**src/rtl/dig_ctrl_pkg.sv**
```systemverilog
// Shared types for the digital control code sequencer.
package dig_ctrl_pkg;

    typedef enum logic [1:0] {
        MODE_FREE     = 2'd0,
        MODE_SINGLE   = 2'd1,
        MODE_TRIANGLE = 2'd2,
        MODE_HOLD     = 2'd3
    } mode_t;

    typedef enum logic [1:0] {
        ST_IDLE = 2'd0,
        ST_RUN  = 2'd1,
        ST_DONE = 2'd2
    } state_t;

endpackage

```
**src/rtl/reset_sync.sv**
```systemverilog
// Active-high reset synchroniser: asserts asynchronously, releases after two clock edges.
module reset_sync (
    input  logic clk,
    input  logic rst_in,
    output logic rst_out
);

    logic [1:0] sync_d, sync_q;

    always_comb begin
        sync_d = {sync_q[0], 1'b0};
    end

    always_ff @(posedge clk or posedge rst_in) begin
        if (rst_in) begin
            sync_q <= 2'b11;
        end else begin
            sync_q <= sync_d;
        end
    end

    assign rst_out = sync_q[1];

endmodule

```
**src/rtl/dig_ctrl_sweep.sv**
```systemverilog
// Code sequencer for analog trim/DAC inputs: free-run, single sweep, triangle and hold modes
// with per-code dwell, change strobe and done flag.
module dig_ctrl_sweep
    import dig_ctrl_pkg::*;
#(
    parameter int unsigned WIDTH   = 5,
    parameter int unsigned DWELL_W = 8
) (
    input  logic               clk,
    input  logic               reset,
    input  logic               start,
    input  logic               en,
    input  logic [1:0]         mode,
    input  logic [WIDTH-1:0]   start_code,
    input  logic [WIDTH-1:0]   stop_code,
    input  logic [WIDTH-1:0]   step,
    input  logic [DWELL_W-1:0] dwell,
    output logic [WIDTH-1:0]   b,
    output logic               code_stb,
    output logic               done
);

    logic rst_s;

    reset_sync u_reset_sync (
        .clk     (clk),
        .rst_in  (reset),
        .rst_out (rst_s)
    );

    state_t               state_d, state_q;
    mode_t                mode_d, mode_q;
    logic [WIDTH-1:0]     b_d, b_q;
    logic [WIDTH-1:0]     first_d, first_q;
    logic [WIDTH-1:0]     last_d, last_q;
    logic [WIDTH-1:0]     step_d, step_q;
    logic [DWELL_W-1:0]   dwell_d, dwell_q;
    logic [DWELL_W-1:0]   cnt_d, cnt_q;
    logic                 up_d, up_q;
    logic                 fwd_d, fwd_q;
    logic                 stb_d, stb_q;
    logic                 done_d, done_q;
    logic                 tri_fwd;

    // One step from cur toward target, clamped so the target is never passed.
    function automatic logic [WIDTH-1:0] step_toward(input logic [WIDTH-1:0] cur,
                                                     input logic [WIDTH-1:0] stp,
                                                     input logic             up,
                                                     input logic [WIDTH-1:0] target);
        logic [WIDTH:0]   sum;
        logic [WIDTH-1:0] res;
        if (up) begin
            sum = {1'b0, cur} + {1'b0, stp};
            res = (sum >= {1'b0, target}) ? target : sum[WIDTH-1:0];
        end else begin
            sum = {1'b0, cur} - {1'b0, stp};
            res = (sum[WIDTH] || sum <= {1'b0, target}) ? target : sum[WIDTH-1:0];
        end
        return res;
    endfunction

    always_comb begin
        state_d = state_q;
        mode_d  = mode_q;
        b_d     = b_q;
        first_d = first_q;
        last_d  = last_q;
        step_d  = step_q;
        dwell_d = dwell_q;
        cnt_d   = cnt_q;
        up_d    = up_q;
        fwd_d   = fwd_q;
        stb_d   = 1'b0;
        done_d  = done_q;
        tri_fwd = fwd_q;

        if (start) begin
            state_d = ST_RUN;
            mode_d  = mode_t'(mode);
            b_d     = start_code;
            first_d = start_code;
            last_d  = stop_code;
            step_d  = (step == '0) ? WIDTH'(1) : step;
            dwell_d = dwell;
            cnt_d   = '0;
            up_d    = (start_code <= stop_code);
            fwd_d   = 1'b1;
            stb_d   = 1'b1;
            done_d  = 1'b0;
        end else if (state_q == ST_RUN && en) begin
            if (cnt_q != dwell_q) begin
                cnt_d = cnt_q + DWELL_W'(1);
            end else begin
                cnt_d = '0;
                case (mode_q)
                    MODE_FREE: b_d = b_q + step_q;
                    MODE_SINGLE: begin
                        if (b_q == last_q) begin
                            state_d = ST_DONE;
                            done_d  = 1'b1;
                        end else begin
                            b_d = step_toward(b_q, step_q, up_q, last_q);
                        end
                    end
                    MODE_TRIANGLE: begin
                        // Turn around at whichever end the current leg is heading for.
                        if (b_q == (fwd_q ? last_q : first_q)) begin
                            tri_fwd = ~fwd_q;
                        end
                        fwd_d = tri_fwd;
                        b_d   = step_toward(b_q, step_q, tri_fwd ? up_q : ~up_q,
                                            tri_fwd ? last_q : first_q);
                    end
                    default: ;
                endcase
                stb_d = (b_d != b_q);
            end
        end
    end

    always_ff @(posedge clk or posedge rst_s) begin
        if (rst_s) begin
            state_q <= ST_IDLE;
            mode_q  <= MODE_FREE;
            b_q     <= '0;
            first_q <= '0;
            last_q  <= '0;
            step_q  <= '0;
            dwell_q <= '0;
            cnt_q   <= '0;
            up_q    <= 1'b1;
            fwd_q   <= 1'b1;
            stb_q   <= 1'b0;
            done_q  <= 1'b0;
        end else begin
            state_q <= state_d;
            mode_q  <= mode_d;
            b_q     <= b_d;
            first_q <= first_d;
            last_q  <= last_d;
            step_q  <= step_d;
            dwell_q <= dwell_d;
            cnt_q   <= cnt_d;
            up_q    <= up_d;
            fwd_q   <= fwd_d;
            stb_q   <= stb_d;
            done_q  <= done_d;
        end
    end

    assign b        = b_q;
    assign code_stb = stb_q;
    assign done     = done_q;

endmodule

```
**config.mk**
```make
export PLATFORM = sky130hd
export DESIGN_NAME = dig_ctrl_sweep
export DESIGN_NICKNAME = d
export VERILOG_FILES = /design/src/rtl/dig_ctrl_pkg.sv /design/src/rtl/reset_sync.sv /design/src/rtl/dig_ctrl_sweep.sv
export SDC_FILE = /design/constraint.sdc
export NUM_CORES = 1
export LEC_CHECK = 0
export CAP_MARGIN = 20
export CORE_AREA = 2 2 128 130
export CTS_BUF_LIST = sky130_fd_sc_hd__clkbuf_2 sky130_fd_sc_hd__clkbuf_4 sky130_fd_sc_hd__clkbuf_8
export DETAILED_ROUTE_END_ITERATION = 16
export DIE_AREA = 0 0 130 132
export PLACE_DENSITY = 0.38
export SYNTH_ARGS = -nofsm -noshare
export SYNTH_HDL_FRONTEND = slang
export SYNTH_HIERARCHICAL = 1
export SYNTH_SLANG_ARGS = --single-unit
```
**constraint.sdc**
```tcl
create_clock -name clk -period 3.45 [get_ports clk]
set_clock_uncertainty 0.05 [all_clocks]
set_input_delay 0.8625 -clock clk [delete_from_list [all_inputs] [get_ports clk]]
set_output_delay 0.8625 -clock clk [all_outputs]
set_load 0.01 [all_outputs]
```
After elaboration in Yosys (flattened, before gate mapping)
Cells that the tools add are included.
- $add $sub $neg: 4
- magnitude comparators: 5
- equal/unequal tests: 8
- multiplexer cells: 43
- bitwise gates (word level): 2
- reduce and logical (&&, ||, !) cells: 12
- operators by type and width (cell ; number):
    $mux W5 ; 16
    $mux W8 ; 3
    $mux W1 ; 18
    $pmux W5 S3 ; 1
    $ge A6 B5 Y1 ; 2
    $le A6 B5 Y1 ; 2
    $eq A5 B5 Y1 ; 2
    $mux W2 ; 5
    $add A8 B1 Y8 const B ; 1
    $ne A8 B8 Y1 ; 1
    $reduce_bool A2 Y1 ; 4
    $add A5 B5 Y6 ; 1
    $sub A5 B5 Y6 ; 1
    $add A5 B5 Y5 ; 1
    $le A5 B5 Y1 ; 1
    $logic_not A5 Y1 ; 1
    $ne A5 B5 Y1 ; 1
    $eq A2 B1 Y1 const B ; 2
    $reduce_and A4 Y1 ; 1
    $reduce_and A3 Y1 ; 1
    $eq A2 B2 Y1 const B ; 1
    $logic_not A2 Y1 ; 1
    $logic_or A1 B1 Y1 ; 2
    $ne A2 B2 Y1 const B ; 1
    other kinds (3) ; 4
- bits in registers: 46
- bits of input ports: 29
- word-level logic and storage cells: 87

Longest topological paths before layout
- word-level depth: 20
- depth in mapped cells: 20
- gate-level depth less buffers: 19

Cells and area by module
The synthesis kept the hierarchy.
- modules (own cells, without submodules) (module ; times used ; cells an instance ; area an instance (µm²)):
    dig_ctrl_sweep ; 1 ; 459 ; 3821.2
    reset_sync ; 1 ; 4 ; 60.1

Least setup slack after synthesis
Ideal clock, no wire load.
- path kind: register to register
- start point: register b_q[0], in the netlist b[0]
- end point: register stb_q, in the netlist code_stb
- arrival: 3.911 ns
- data required time: 3.255 ns
- setup slack: -0.657 ns
- cell stages (with the launch flop): 19
- clock period less this slack: 4.107 ns
- cell sequence: dfrtp_1 > clkbuf_2 > inv_1 > ha_1 > fa_1 > nor2b_1 > o21ai_0 > nand2b_1 > xnor2_1 > inv_1 > ha_1 > nand4_1 > or4_1 > mux2i_1 > nor2_1 > and3_1 > o31a_1 > a2111oi_2 > a41oi_1
- word-level cells in the longest chain between the ends: 19
- elaborated cells between the ends (all ways): 33
- those cells by class: add/sub: 3; order compare: 4; eq/ne: 3; mux: 21; reduce/logical: 2
- ends and longest elaborated chain (item ; RTL line ; RTL):
    start, declared ; dig_ctrl_sweep.sv:33 ; logic [WIDTH-1:0] b_d, b_q;
    start signal, assigned ; dig_ctrl_sweep.sv:125 ; b_q <= '0;
    start signal, assigned ; dig_ctrl_sweep.sv:138 ; b_q <= b_d;
    $eq A5 B5 Y1 ; dig_ctrl_sweep.sv:107 ; if (b_q == (fwd_q ? last_q : first_q)) begin
    $mux W1 ; dig_ctrl_sweep.sv:107 ;
    $mux W1 ; dig_ctrl_sweep.sv:95 ; case (mode_q)
    $mux W1 ; dig_ctrl_sweep.sv:91 ; if (cnt_q != dwell_q) begin
    $mux W1 ; dig_ctrl_sweep.sv:90 ; end else if (state_q == ST_RUN && en) begin
    $mux W1 ; dig_ctrl_sweep.sv:77 ; if (start) begin
    $mux W5 ; dig_ctrl_sweep.sv:112 ; tri_fwd ? last_q : first_q);
    $le A6 B5 Y1 ; dig_ctrl_sweep.sv:57 ; res = (sum[WIDTH] || sum <= {1'b0, target}) ? target : sum[WIDTH-1:0];
    [... 4 more ...] ; n/a ;
    $mux W5 ; dig_ctrl_sweep.sv:91 ;
    $mux W5 ; dig_ctrl_sweep.sv:90 ;
    $mux W5 ; dig_ctrl_sweep.sv:77 ;
    $ne A5 B5 Y1 (*) ; dig_ctrl_sweep.sv:116 ; stb_d = (b_d != b_q);
    $mux W1 (*) ; dig_ctrl_sweep.sv:91 ;
    $mux W1 (*) ; dig_ctrl_sweep.sv:90 ;
    $mux W1 (*) ; dig_ctrl_sweep.sv:77 ;
    named net stb_d ; dig_ctrl_sweep.sv:41 ; logic stb_d, stb_q;
    end signal, assigned ; dig_ctrl_sweep.sv:146 ; stb_q <= stb_d;
    end, declared ; dig_ctrl_sweep.sv:41 ;
The timed path passes the listed nets; every way through them passes the cells marked *. The select of a mux whose other input is x is not followed.
A chain may end at the register's enable or synchronous reset.

Worst setup path after layout
- start point: register fwd_q
- end point: register stb_q, in the netlist code_stb
- word-level cells in the longest chain between the ends: 20
- elaborated cells between the ends (all ways): 24
- those cells by class: order compare: 2; eq/ne: 2; mux: 18; bitwise: 1; reduce/logical: 1
- ends and longest elaborated chain (item ; RTL line ; RTL):
    start, declared ; dig_ctrl_sweep.sv:40 ; logic fwd_d, fwd_q;
    start signal, assigned ; dig_ctrl_sweep.sv:145 ; fwd_q <= fwd_d;
    $mux W5 ; dig_ctrl_sweep.sv:107 ;
    $eq A5 B5 Y1 ; dig_ctrl_sweep.sv:107 ;
    $mux W1 (*) ; dig_ctrl_sweep.sv:107 ;
    $mux W1 (*) ; dig_ctrl_sweep.sv:95 ;
    $mux W1 (*) ; dig_ctrl_sweep.sv:91 ;
    $mux W1 (*) ; dig_ctrl_sweep.sv:90 ;
    $mux W1 (*) ; dig_ctrl_sweep.sv:77 ;
    $mux W5 ; dig_ctrl_sweep.sv:112 ;
    [... 5 more ...] ; n/a ;
    $mux W5 (*) ; dig_ctrl_sweep.sv:91 ;
    $mux W5 (*) ; dig_ctrl_sweep.sv:90 ;
    $mux W5 (*) ; dig_ctrl_sweep.sv:77 ;
    $ne A5 B5 Y1 (*) ; dig_ctrl_sweep.sv:116 ;
    $mux W1 (*) ; dig_ctrl_sweep.sv:91 ;
    $mux W1 (*) ; dig_ctrl_sweep.sv:90 ;
    $mux W1 (*) ; dig_ctrl_sweep.sv:77 ;
    named net stb_d ; dig_ctrl_sweep.sv:41 ;
Marks and branches as above.

==> metrics.txt <==
Synth area leader=dfrtp_1; All-Layer GR Usage=16.5%; port buffer count=35; DR vias=3858; CTS root buf=clkbuf_8; IO Pins=36; async set or reset register ratio after synthesis=100%; Die Height=132 microns; ANT nets after route=0; drt initial violations=between 150 and 200; clock share of power=14.3%; power density over cell area=approximately 420 nW/um^2; 1st-pass router iterations=4; clk sinks=45; die width=130 microns; Worst setup EP type=flop; Worst EP required=3570 ps; CP max FO=6; Ys Warns=6; DRC errors left=0; ANT cells=0; CTS tree=yes; Worst-Margin Slew=between 900 and 1000 ps; Crit Path Class=reg -> reg; share of layout cells above drive strength 1=33.2%; first-pass GRT wire length=21900 microns; Synth top area share=26.4%; register area share after synthesis=29.1%; Setup TNS=-3660 ps; Final WS setup=-744 ps; outcome=complete, but fails checks; RSZ-0062 raised after global routing=true; post-layout util=36.3%; Reg power frac=around a quarter; DP HPWL=11100 microns; Most used DFF post-synth=dfrtp_1; core area=15700 sq um; Post-Syn Area=3880 sq um; CTS HTree Levels=2; worst vdd ir=0.000294 V; Tcrit/Tclk final=122%; non-filler instance count after layout=813; Switching Share=~40%; initial core utilization=24.7%; worst flop-to-flop path endpoint=code_stb; Final setup viols=6; final net count=662; largest net degree at the start of global routing=44; Logic pwr share=about three fifths; Leakage=2.51 nW; Skew-Pair Late Insertion Delay=300 ps; average size of a mapped cell=8.38 sq um; R2R Setup Slk=-740 ps; Power, Total=between 2 and 2.5 mW; Max-Cap Viols=0; worst hold path type=reg -> reg; number of synthesized flops with an enable pin=0; P_int=1.44 mW; Synth area leaders=dfrtp_1 26%, ha_1 11%, xnor2_1 4.5%; P&R area growth vs syn=46.9%; overflow left after global routing=0; sw power=0.934 mW; max-slew violation count=0; Hold Path End=u_reset_sync/sync_q[1]; initial antenna violation count=0; hold_sp=u_reset_sync/sync_q[0]; Period minus WS final=4190 ps; Multi-input gate area=roughly 2900 sq um; Die Footprint=17200 sq um; Max Clk Rate=roughly 240 MHz; maximum buffer depth of the clock tree=2; Net Count, Synth=approximately 530; Post-Syn Instances=approximately 460; CTS buffer count=5; DR vias/cell=4.75; R2R cell count=18; Wirelength per Cell=16.9 microns; gpl congestion=0.888; final hold vios=0; placed insts=792; layout filler cell count=1602; Distinct cells, synth=62; number of global-route vias before repair=3923; final WL=approximately 14000 microns; Worst Setup Start Kind=flop; failing checks=setup timing; row count=46; Rel. slew slack=between 30% and 40%; worst path arrival time=roughly 4300 ps; hold path depth=0; pre-CTS setup slack=-886 ps; top cells by count, synth=41 x dfrtp_1, 39 x nor2_1, 36 x inv_1, 35 x ha_1, 35 x nand2_1; register area=1130 sq um; Synth Register Bits=45; clk slew on worst S/H paths=90 ps; CTS Hold Buffers Added=0; RR Startpoint=fwd_q; cell with the most instances after synthesis=dfrtp_1
[registers in the layout, summed over array words and instances (netlist names)]
name / flops
state_q: 2
first_q: 5
up_q: 1
fwd_q: 1
mode_q: 2
dwell_q: 8
u_reset_sync/sync_q: 2
code_stb: 1
cnt_q: 8
step_q: 5
b: 5
last_q: 5
[stage by stage]
| stage | cell area, sq um | hold WS [ps] |
|---|---|---|
| after floorplan | 4030 | 295 |
| after global placement | 5280 | 300 |
| after detailed placement | 5280 | 302 |
| after CTS | 5520 | 317 |
| after global routing | 5700 | 321 |
| final | 5700 | 314 |
[cells in the final DEF (no fill, tap or decap), drive strengths merged, types with 10 or more instances in the layout]
| cell | n |
|---|---|
| dfrtp | 41 |
| nand2b | 10 |
| nor2 | 39 |
| nand2 | 35 |
| mux2 | 11 |
| nand3 | 13 |
| clkdlybuf4s50 | 34 |
| inv | 36 |
| o21ai | 35 |
| a21oi | 26 |
| xnor2 | 20 |
| ha | 35 |
| buf | 112 |
[worst max-delay path by stage]
stage                     cells past startpoint  slack [ps]  start       end
final                                        18        -740  fwd_q  code_stb
after floorplan                              18        -340   b[0]  code_stb
after detailed placement                     16        -890  fwd_q  code_stb
after global routing                         19        -910  fwd_q  code_stb
after CTS                                    14        -740  fwd_q  code_stb
after global placement                       16        -870  fwd_q  code_stb
[power groups by stage]
stage                     clock network (mW)  logic [mW]  registers (mW)
after global routing                   0.382        1.56           0.623
after global placement                     0        1.26           0.625
after CTS                              0.364        1.32           0.616
after detailed placement                   0        1.26           0.626
after floorplan                            0       0.733           0.618
final                                  0.339        1.42           0.615
[worst max-delay path, cell delays in order, from the launching register on]
cell       delay [ps]
dfstp_2           570
mux2i_4           310
buf_6             160
xnor2_4            80
or4_4             550
a31oi_4           190
or3_4             170
inv_4              40
ha_4              200
o21ai_2            50
a21o_1            100
a21oi_2            60
or3_4             400
buf_6             150
a31oi_4           140
o211ai_1          160
and4_1            200
a2111oi_2         340
a41oi_1           150
[layer usage]
metal  GRT usage (%)  wire length (microns)  up-vias
met2            26.0                   6500       70
met3            1.79                    382       11
met4            4.18                    177        0
met1            23.8                   6710     1852
met5               0                      0        -
li1                -                      -     1925
[timing repair]
| action | in CTS | in global routing |
|---|---|---|
| pin swaps | 7 | 21 |
| gates resized for setup | 19 | 26 |
| setup buffers | 7 | 7 |
| endpoints found under the setup margin | 6 | 6 |
| hold endpoints to repair | 0 | 0 |
[kinds of logic (layout without fill, tap and decap cells)]
| kind of cell | count (synthesis) | in the layout | share of synthesized area (%) |
|---|---|---|---|
| compound gates | 126 | 126 | 21.6 |
| xor+xnor | 29 | 29 | 6.54 |
| fa+ha+maj | 37 | 37 | 12.3 |
| buf+inv | 56 | 190 | 5.77 |
| flops | 45 | 45 | 29.1 |
| mux | 17 | 17 | 4.84 |
| other cells | 1 | 1 | 0.0966 |
| simple gates | 152 | 152 | 19.7 |
[layout make-up]
type | instances | share of cell area (%)
multi-input cells | 362 | 50.2
repair buffers | 146 | 21.2
flip-flops and latches | 45 | 19.9
well taps | 216 | 4.74
inverters | 36 | 2.41
clock buffers | 7 | 1.47
clock inverters | 1 | 0.0878
Note: power is estimated with default switching activity, not from simulation.
